File: src/rtl/mips8_pkg.sv
// Shared types and constants for the mips8 fetch front end.
// Entry layout, FSM states and fixed widths.
package mips8_pkg;

   localparam int ADDR_W = 8;
   localparam int INST_W = 16;
   localparam int DEPTH = 2;
   localparam logic [ADDR_W-1:0] RESET_PC = 8'h00;
   localparam logic [INST_W-1:0] HALT_WORD = 16'hFFFF;

   typedef enum logic {
      FETCH,
      HALTED
   } fetch_state_e;

   typedef struct packed {
      logic [INST_W-1:0] inst;
      logic [ADDR_W-1:0] pc;
   } fetch_entry_t;

endpackage

File: src/rtl/fetch_buffer.sv
// Two-entry prefetch FIFO; slot 0 is always the head.
// Push and pop may coincide when full; flush beats push.
module fetch_buffer
   import mips8_pkg::*;
#(
   parameter int BUF_DEPTH = 2
) (
   input  logic         clk,
   input  logic         reset,
   input  logic         push,
   input  fetch_entry_t push_entry,
   input  logic         pop,
   input  logic         flush,
   output logic [1:0]   count,
   output fetch_entry_t head
);

   fetch_entry_t e0_q, e0_d;
   fetch_entry_t e1_q, e1_d;
   logic [1:0]   cnt_q, cnt_d;
   logic         full;
   logic         do_pop;
   logic         do_push;

   assign full    = (cnt_q == 2'(BUF_DEPTH));
   assign do_pop  = pop && (cnt_q != 2'd0);
   assign do_push = push && (!full || do_pop);

   // Next slot contents and occupancy; entries shift toward slot 0 on pop.
   always_comb begin
      e0_d  = e0_q;
      e1_d  = e1_q;
      cnt_d = cnt_q;
      if (flush) begin
         cnt_d = 2'd0;
      end else begin
         case ({do_push, do_pop})
            2'b11: begin
               if (cnt_q == 2'd1) begin
                  e0_d = push_entry;
               end else begin
                  e0_d = e1_q;
                  e1_d = push_entry;
               end
            end
            2'b10: begin
               if (cnt_q == 2'd0) e0_d = push_entry;
               else e1_d = push_entry;
               cnt_d = cnt_q + 2'd1;
            end
            2'b01: begin
               e0_d  = e1_q;
               cnt_d = cnt_q - 2'd1;
            end
            default: ;
         endcase
      end
   end

   // Slot and count registers; reset clears contents so the head reads zero.
   always_ff @(posedge clk) begin
      if (reset) begin
         e0_q  <= '0;
         e1_q  <= '0;
         cnt_q <= 2'd0;
      end else begin
         e0_q  <= e0_d;
         e1_q  <= e1_d;
         cnt_q <= cnt_d;
      end
   end

   assign count = cnt_q;
   assign head  = e0_q;

endmodule

File: src/rtl/instruction_fetch.sv
// PC sequencer and FETCH/HALTED control in front of instruction memory.
// Feeds decode through a two-entry buffer with valid/ready handshake.
module instruction_fetch
   import mips8_pkg::*;
#(
   parameter logic [7:0]  RESET_PC  = mips8_pkg::RESET_PC,
   parameter logic [15:0] HALT_WORD = mips8_pkg::HALT_WORD,
   parameter int          DEPTH     = mips8_pkg::DEPTH
) (
   input  logic        clk,
   input  logic        reset,
   output logic [7:0]  imem_address,
   input  logic [15:0] imem_data,
   output logic        inst_valid,
   output logic [15:0] inst_data,
   output logic [7:0]  inst_pc,
   input  logic        inst_ready,
   input  logic        redirect_valid,
   input  logic [7:0]  redirect_target,
   output logic        halted
);

   logic [ADDR_W-1:0] pc_q, pc_d;
   fetch_state_e      state_q, state_d;
   logic [1:0]        count;
   fetch_entry_t      head;
   fetch_entry_t      new_entry;
   logic              pop;
   logic              enq;

   assign pop = inst_valid && inst_ready;
   assign enq = (state_q == FETCH) && !redirect_valid &&
                ((count < 2'(DEPTH)) || pop);

   assign new_entry.inst = imem_data;
   assign new_entry.pc   = pc_q;

   // Redirect overrides sequential fetch; a HALT word parks the FSM.
   always_comb begin
      pc_d    = pc_q;
      state_d = state_q;
      if (redirect_valid) begin
         pc_d    = redirect_target;
         state_d = FETCH;
      end else if (enq) begin
         pc_d = pc_q + 8'd1;
         if (imem_data == HALT_WORD) state_d = HALTED;
      end
   end

   // PC and FSM state.
   always_ff @(posedge clk) begin
      if (reset) begin
         pc_q    <= RESET_PC;
         state_q <= FETCH;
      end else begin
         pc_q    <= pc_d;
         state_q <= state_d;
      end
   end

   fetch_buffer #(
      .BUF_DEPTH(DEPTH)
   ) u_buf (
      .clk       (clk),
      .reset     (reset),
      .push      (enq),
      .push_entry(new_entry),
      .pop       (pop),
      .flush     (redirect_valid),
      .count     (count),
      .head      (head)
   );

   assign imem_address = pc_q;
   assign inst_valid   = (count != 2'd0);
   assign inst_data    = head.inst;
   assign inst_pc      = head.pc;
   assign halted       = (state_q == HALTED);

endmodule

File: config.mk
export PLATFORM = sky130hd
export DESIGN_NAME = instruction_fetch
export DESIGN_NICKNAME = d
export VERILOG_FILES = /design/src/rtl/mips8_pkg.sv /design/src/rtl/fetch_buffer.sv /design/src/rtl/instruction_fetch.sv
export SDC_FILE = /design/constraint.sdc
export NUM_CORES = 1
export LEC_CHECK = 0
export ABC_CLOCK_PERIOD_IN_PS = 3450
export BUFFER_PORTS_ARGS = -buffer_cell sky130_fd_sc_hd__buf_2
export CORE_MARGIN = 2
export CORE_UTILIZATION = 45
export CTS_BUF_LIST = sky130_fd_sc_hd__clkbuf_8
export CTS_CLUSTER_SIZE = 20
export DETAILED_ROUTE_END_ITERATION = 16
export PLACE_DENSITY = 0.67
export SLEW_MARGIN = 30
export SYNTH_ARGS = -nofsm -noshare
export SYNTH_HDL_FRONTEND = slang
export SYNTH_SLANG_ARGS = --single-unit
File: constraint.sdc
create_clock -name clk -period 3.45 [get_ports clk]
set_input_delay 0.69 -clock clk [delete_from_list [all_inputs] [get_ports clk]]
set_output_delay 0.69 -clock clk [all_outputs]
set_load 0.05 [all_outputs]
### After elaboration in Yosys (flattened, before gate mapping)

Cells that the tools add are included.

| storage, ports and cells | value |
|---|---|
| register bits | 59 |
| input bits | 28 |
| word-level logic and storage cells | 50 |

| cells by class | value |
|---|---|
| add/subtract/negate cells | 3 |
| $lt $le $gt $ge | 1 |
| equal/unequal tests | 9 |
| muxes and demuxes | 9 |
| bitwise operators | 2 |
| reductions and logical operators | 19 |

Operators with widths:

| cell | number |
|---|---|
| 24-bit 2-to-1 mux | 4 |
| 24-bit case mux with 3 select lines | 1 |
| 24-bit case mux with 2 select lines | 1 |
| 16-bit == test, second input constant | 1 |
| 8-bit 2-to-1 mux | 2 |
| 8-bit by 1-bit adder with 8-bit output, second input constant | 1 |
| 2-bit nonzero test | 4 |
| 2-bit == test, second input constant | 3 |
| 1-bit logical AND | 5 |
| 2-bit by 1-bit == test with 1-bit output, second input constant | 2 |
| 2-bit inequality test, second input constant | 2 |
| 2-bit case mux with 2 select lines | 1 |
| 4-bit AND reduction | 1 |
| 3-bit AND reduction | 1 |
| 3-bit nonzero test | 1 |
| 2-bit by 1-bit adder with 2-bit output, second input constant | 1 |
| 1-bit zero test | 2 |
| 2-bit zero test | 1 |
| 1-bit logical OR | 2 |
| 2-bit less-than comparator, second input constant | 1 |
| 2-bit by 1-bit inequality test with 1-bit output, second input constant | 1 |
| 1-bit inverter | 2 |
| 2-bit AND reduction | 1 |
| 2-bit OR reduction | 1 |
| 2-bit by 1-bit subtractor with 2-bit output, second input constant | 1 |

### Logic depth before layout (Yosys ltp)

| logic depth | value |
|---|---|
| depth in word-level cells | 8 |
| depth in mapped cells | 9 |

### Hierarchy

A second synthesis with hierarchy kept.

| second synthesis, totals | value |
|---|---|
| cells, all modules | 306 |
| area, all modules | 2829.0 um^2 |

Modules (own cells, without submodules):

| module | times used | cells each | area an instance (um^2) |
|---|---|---|---|
| fetch_buffer | 1 | 235 | 2229.6 |
| instruction_fetch | 1 | 71 | 599.3 |

### Least setup slack after synthesis

OpenSTA, ideal clock, no wires.

| path | value |
|---|---|
| kind | register to register |
| start | register u_buf.cnt_q[1], in the netlist u_buf.count[1] |
| end | register u_buf.e1_q[2] (netlist name) |
| setup time | 0.072 ns |
| arrival | 1.968 ns |
| data required time | 3.378 ns |
| setup slack | 1.410 ns |
| stages on the path, launching flop included | 10 |
| path through | dfxtp_1 inv_1 ha_1 nand2b_1 buf_6 a21boi_4 nor4b_2 buf_4 buf_6 mux2i_1 |

| on the way | value |
|---|---|
| longest elaborated chain between the ends | 8 |
| elaborated cells on any way between the ends | 19 |
| classes of those cells | order compare: 1; eq/ne: 6; mux: 1; reduce/logical: 11 |

RTL lines:

| item | line | RTL |
|---|---|---|
| start, declared | fetch_buffer.sv:20 | `logic [1:0] cnt_q, cnt_d;` |
| start signal, assigned | fetch_buffer.sv:69 | `cnt_q <= cnt_d;` |
| parallel branches: the longest is 8 deep, another holds 2-bit less-than comparator | n/a |  |
| end signal, assigned | fetch_buffer.sv:64 | `e1_q <= '0;` |
| end signal, assigned | fetch_buffer.sv:68 | `e1_q <= e1_d;` |
| end, declared | fetch_buffer.sv:19 | `fetch_entry_t e1_q, e1_d;` |

Parallel ways; which one is timed is not known.
A chain may end at the register's enable or synchronous reset.

### Final worst setup path

| path | value |
|---|---|
| start | register u_buf.cnt_q[1], in the netlist u_buf.count[1] |
| end | register u_buf.e1_q[6] (netlist name) |

The elaborated chain is that of the path after synthesis.

==> impl_metrics.yaml <==
outcome:
  outcome: "completed"
cts:
  tritoncts: "yes"
  clk_latency_ps: 340
  clockRootBuffer: "clkbuf_8"
  post-cts-setup-buffers: 0
  tritoncts.num_buffers: 9
  clock_path_buffers: 2
  post_cts.resized_instances: 0
  cts.sinks: 59
  cts.hold.buffers_added: 0
  clk_pin_slew_worst_paths_ps: 60
  ctsHtreeMaxLevel: 3
die:
  floorplan.initialDensity: 0.462
  floorplan.io_pins: 62
  die-area_mm2: 0.00763
  die_width_um: 87.3
  vertical_die_dimension_um: 87.3
  core_area_mm2: 0.00676
  placement_rows: 30
grt:
  first_global_vias: 2400
  pin_count_of_the_biggest_net_entering_global_routing: 49
  grt.total_usage: 0.187
  wire_length_of_the_first_global_routing_pass_um: 11200
  global_route.overflow_total: 0
  antenna_found_initial: 0
routing:
  drt_iter0_markers: 124
  via_per_inst: 5.57
  antenna_violating_nets_post_route: 0
  finalWirelength_um: 6750
  dr_total_vias: 2590
  remaining_drc_errors: 0
  drt-wirelength-per-cell_um: 14.5
  dr.pass1.iters: 4
synthesis:
  synth-edff-count: 0
  postSynth.asyncResetShare: 0
  synth_seq_area_share: 0.378
  average_cell_area_after_synthesis_um2: 9.41
  synth_cell_type_count: 45
  synth-seq-cells: 59
  synthesis.yosys.warnings: 0
  syn_inst: 332
  netlist_area_mm2: 0.00312
  synth_fp_nets: 364
  ys_dominant_reg_cell: "dfxtp_1"
layout:
  layout_filler_cell_count: 625
  drive_gt1_frac: 0.299
  area_growth_pct: 15.2
  layout.nets: 413
  multi_input_area_mm2: 0.00176
  diodes: 0
  area.sequential_mm2: 0.00118
worst_setup_path:
  start_kind: "flip-flop"
  worst_setup_path_end_kind: "flip-flop"
  critical_path_arrival_ps: 2880
  setup.worst_path.class: "reg -> reg"
  cell_by_cell_trace_of_the_critical_path: "inv_1, ha_1, nand2b_1, a21boi_4, nor4b_4, buf_4, mux2i_1"
  critPathRequiredTime_ps: 3710
  cp_slowest_stage_delay_ps: 500
  critical-path-top-delay-family: "simple AND/OR/NAND/NOR gates"
  worstPathBufferInverterCount: 2
  crit_slowest_cell: "dfxtp_1"
  critical_path.max_fanout: 24
power:
  ir_worst_vdd_v: 0.000214
  power.static_leakage_uw: 0.00134
  finalPower_uw: 1780
  power_density_mw_per_mm2: 494
sta:
  final-hold-violation-count: 0
  tns_ps: 0
  setup-violations-final: 0
  worst_slew_pin_slew_ps: 784
  grt_setup_unrepaired: "false"
  final-max-slew-violation-count: 0
  maxClockFrequency_ghz: 0.382
  maxSlewHeadroom: 0.477
  layout_setup_ws_ps: 833
  layout_min_cycle_time_ps: 2620
  timing.final.crit_share: 0.759
  finalClockSkew_ps: 7.13
placed_design:
  detailed_place_hpwl_um: 4410
  gp_routability_congestion: 0.764
  pre_cts_ws_ps: 851
  port_buffers: 61
worst_hold_path:
  hp-class: "reg -> reg"
job:
  cap_viol_max_count: 0
layout make-up:
cell class                 instances  area share
clock buffer                      11      0.0421
inverter                           5     0.00521
clock inverter                     4      0.0118
sequential                        59       0.328
multi-input combinational        239       0.488
timing repair buffer              67      0.0973
tap                               80      0.0278
power by group:
part,switching (µW),leakage [µW],total [µW],internal (µW)
Sequential,31.4,0.000483,754,722
Clock,261,0.000108,623,362
Combinational,279,0.000745,401,122
path summary, 6_finish.rpt:
| path | start | end | slack, ps | cells past startpoint |
|---|---|---|---|---|
| max | u_buf.count[1]$_SDFFE_PP0N_ | u_buf.e1_q[6]$_SDFFE_PP0P_ | 830 | 7 |
| min | u_buf.e1_q[10]$_SDFFE_PP0P_ | u_buf.e1_q[10]$_SDFFE_PP0P_ | 470 | 2 |
| max reg2reg | u_buf.count[1]$_SDFFE_PP0N_ | u_buf.e1_q[6]$_SDFFE_PP0P_ | 830 | 7 |
| min reg2reg | u_buf.e1_q[10]$_SDFFE_PP0P_ | u_buf.e1_q[10]$_SDFFE_PP0P_ | 470 | 2 |
cells in the mapped netlist, types with 2 or more instances:
| library cell | n | area (µm²) |
|---|---|---|
| mux2i_1 | 26 | 260 |
| a21oi_1 | 3 | 15.0 |
| nand3_1 | 25 | 125 |
| xor2_1 | 2 | 17.5 |
| o21ai_1 | 4 | 20.0 |
| a211oi_1 | 2 | 15.0 |
| clkbuf_1 | 15 | 56.3 |
| ha_1 | 4 | 50.1 |
| nor2_1 | 22 | 82.6 |
| nor2_2 | 8 | 50.1 |
| a311oi_2 | 20 | 300 |
| dfxtp_1 | 59 | 1180 |
| nand2b_1 | 51 | 319 |
| or3_1 | 3 | 18.8 |
| a311oi_1 | 7 | 61.3 |
| nand2_1 | 5 | 18.8 |
| buf_2 | 4 | 20.0 |
| nand4_1 | 5 | 31.3 |
| and2_1 | 3 | 18.8 |
| a31oi_1 | 2 | 12.5 |
| nor3_1 | 4 | 20.0 |
| buf_6 | 8 | 90.1 |
| o21ai_0 | 24 | 120 |
| inv_1 | 5 | 18.8 |
layout by cell type, fill, tap and decap left out, drive strengths merged, types with 4 or more instances in the layout:
cell,Yosys,final
nor3,4,4
nand3,25,25
nand2,5,5
a21oi,4,4
nor2,31,31
inv,5,7
buf,14,67
dfxtp,59,59
mux2i,26,26
clkbuf,15,11
ha,4,4
o21ai,29,29
nand2b,51,51
nand4,5,5
a311oi,27,27
through the flow:
step	std cells	util	hold slack (ps)	area [µm²]
finish	465	0.533	474	3600
global route	465	0.533	494	3600
global placement	450	0.504	458	3410
detailed placement	450	0.504	464	3410
floorplan	332	-	449	3120
CTS	465	0.533	475	3600
flip-flops by register name (all words and copies together), names as in the netlist:
register,flops
halted,1
imem_address,8
u_buf.count,2
u_buf.e1_q,24
u_buf.head,24
worst register-to-register path, stage by stage, from the launching register on:
cell and delay (ps):
dfxtp_1 500, inv_1 110, ha_1 260, nand2b_1 400, a21boi_4 350, nor4b_4 250
buf_4 430, mux2i_1 260
layer usage:
layer / share of wire / global-route usage
met3: 0.044 / 0.0303
met4: 0.022 / 0.0993
met1: 0.48 / 0.252
met5: 0 / 0
met2: 0.46 / 0.284
cell families after synthesis:
| family | synth area share |
|---|---|
| muxes | 0.0833 |
| adders and majority gates | 0.0160 |
| and+or+nand+nor | 0.245 |
| AOI/OAI and AO/OA | 0.206 |
| xor gates and xnor gates | 0.00841 |
| buffers and inverters | 0.0629 |
| DFF | 0.378 |
Power figures use the tool's default switching activity.
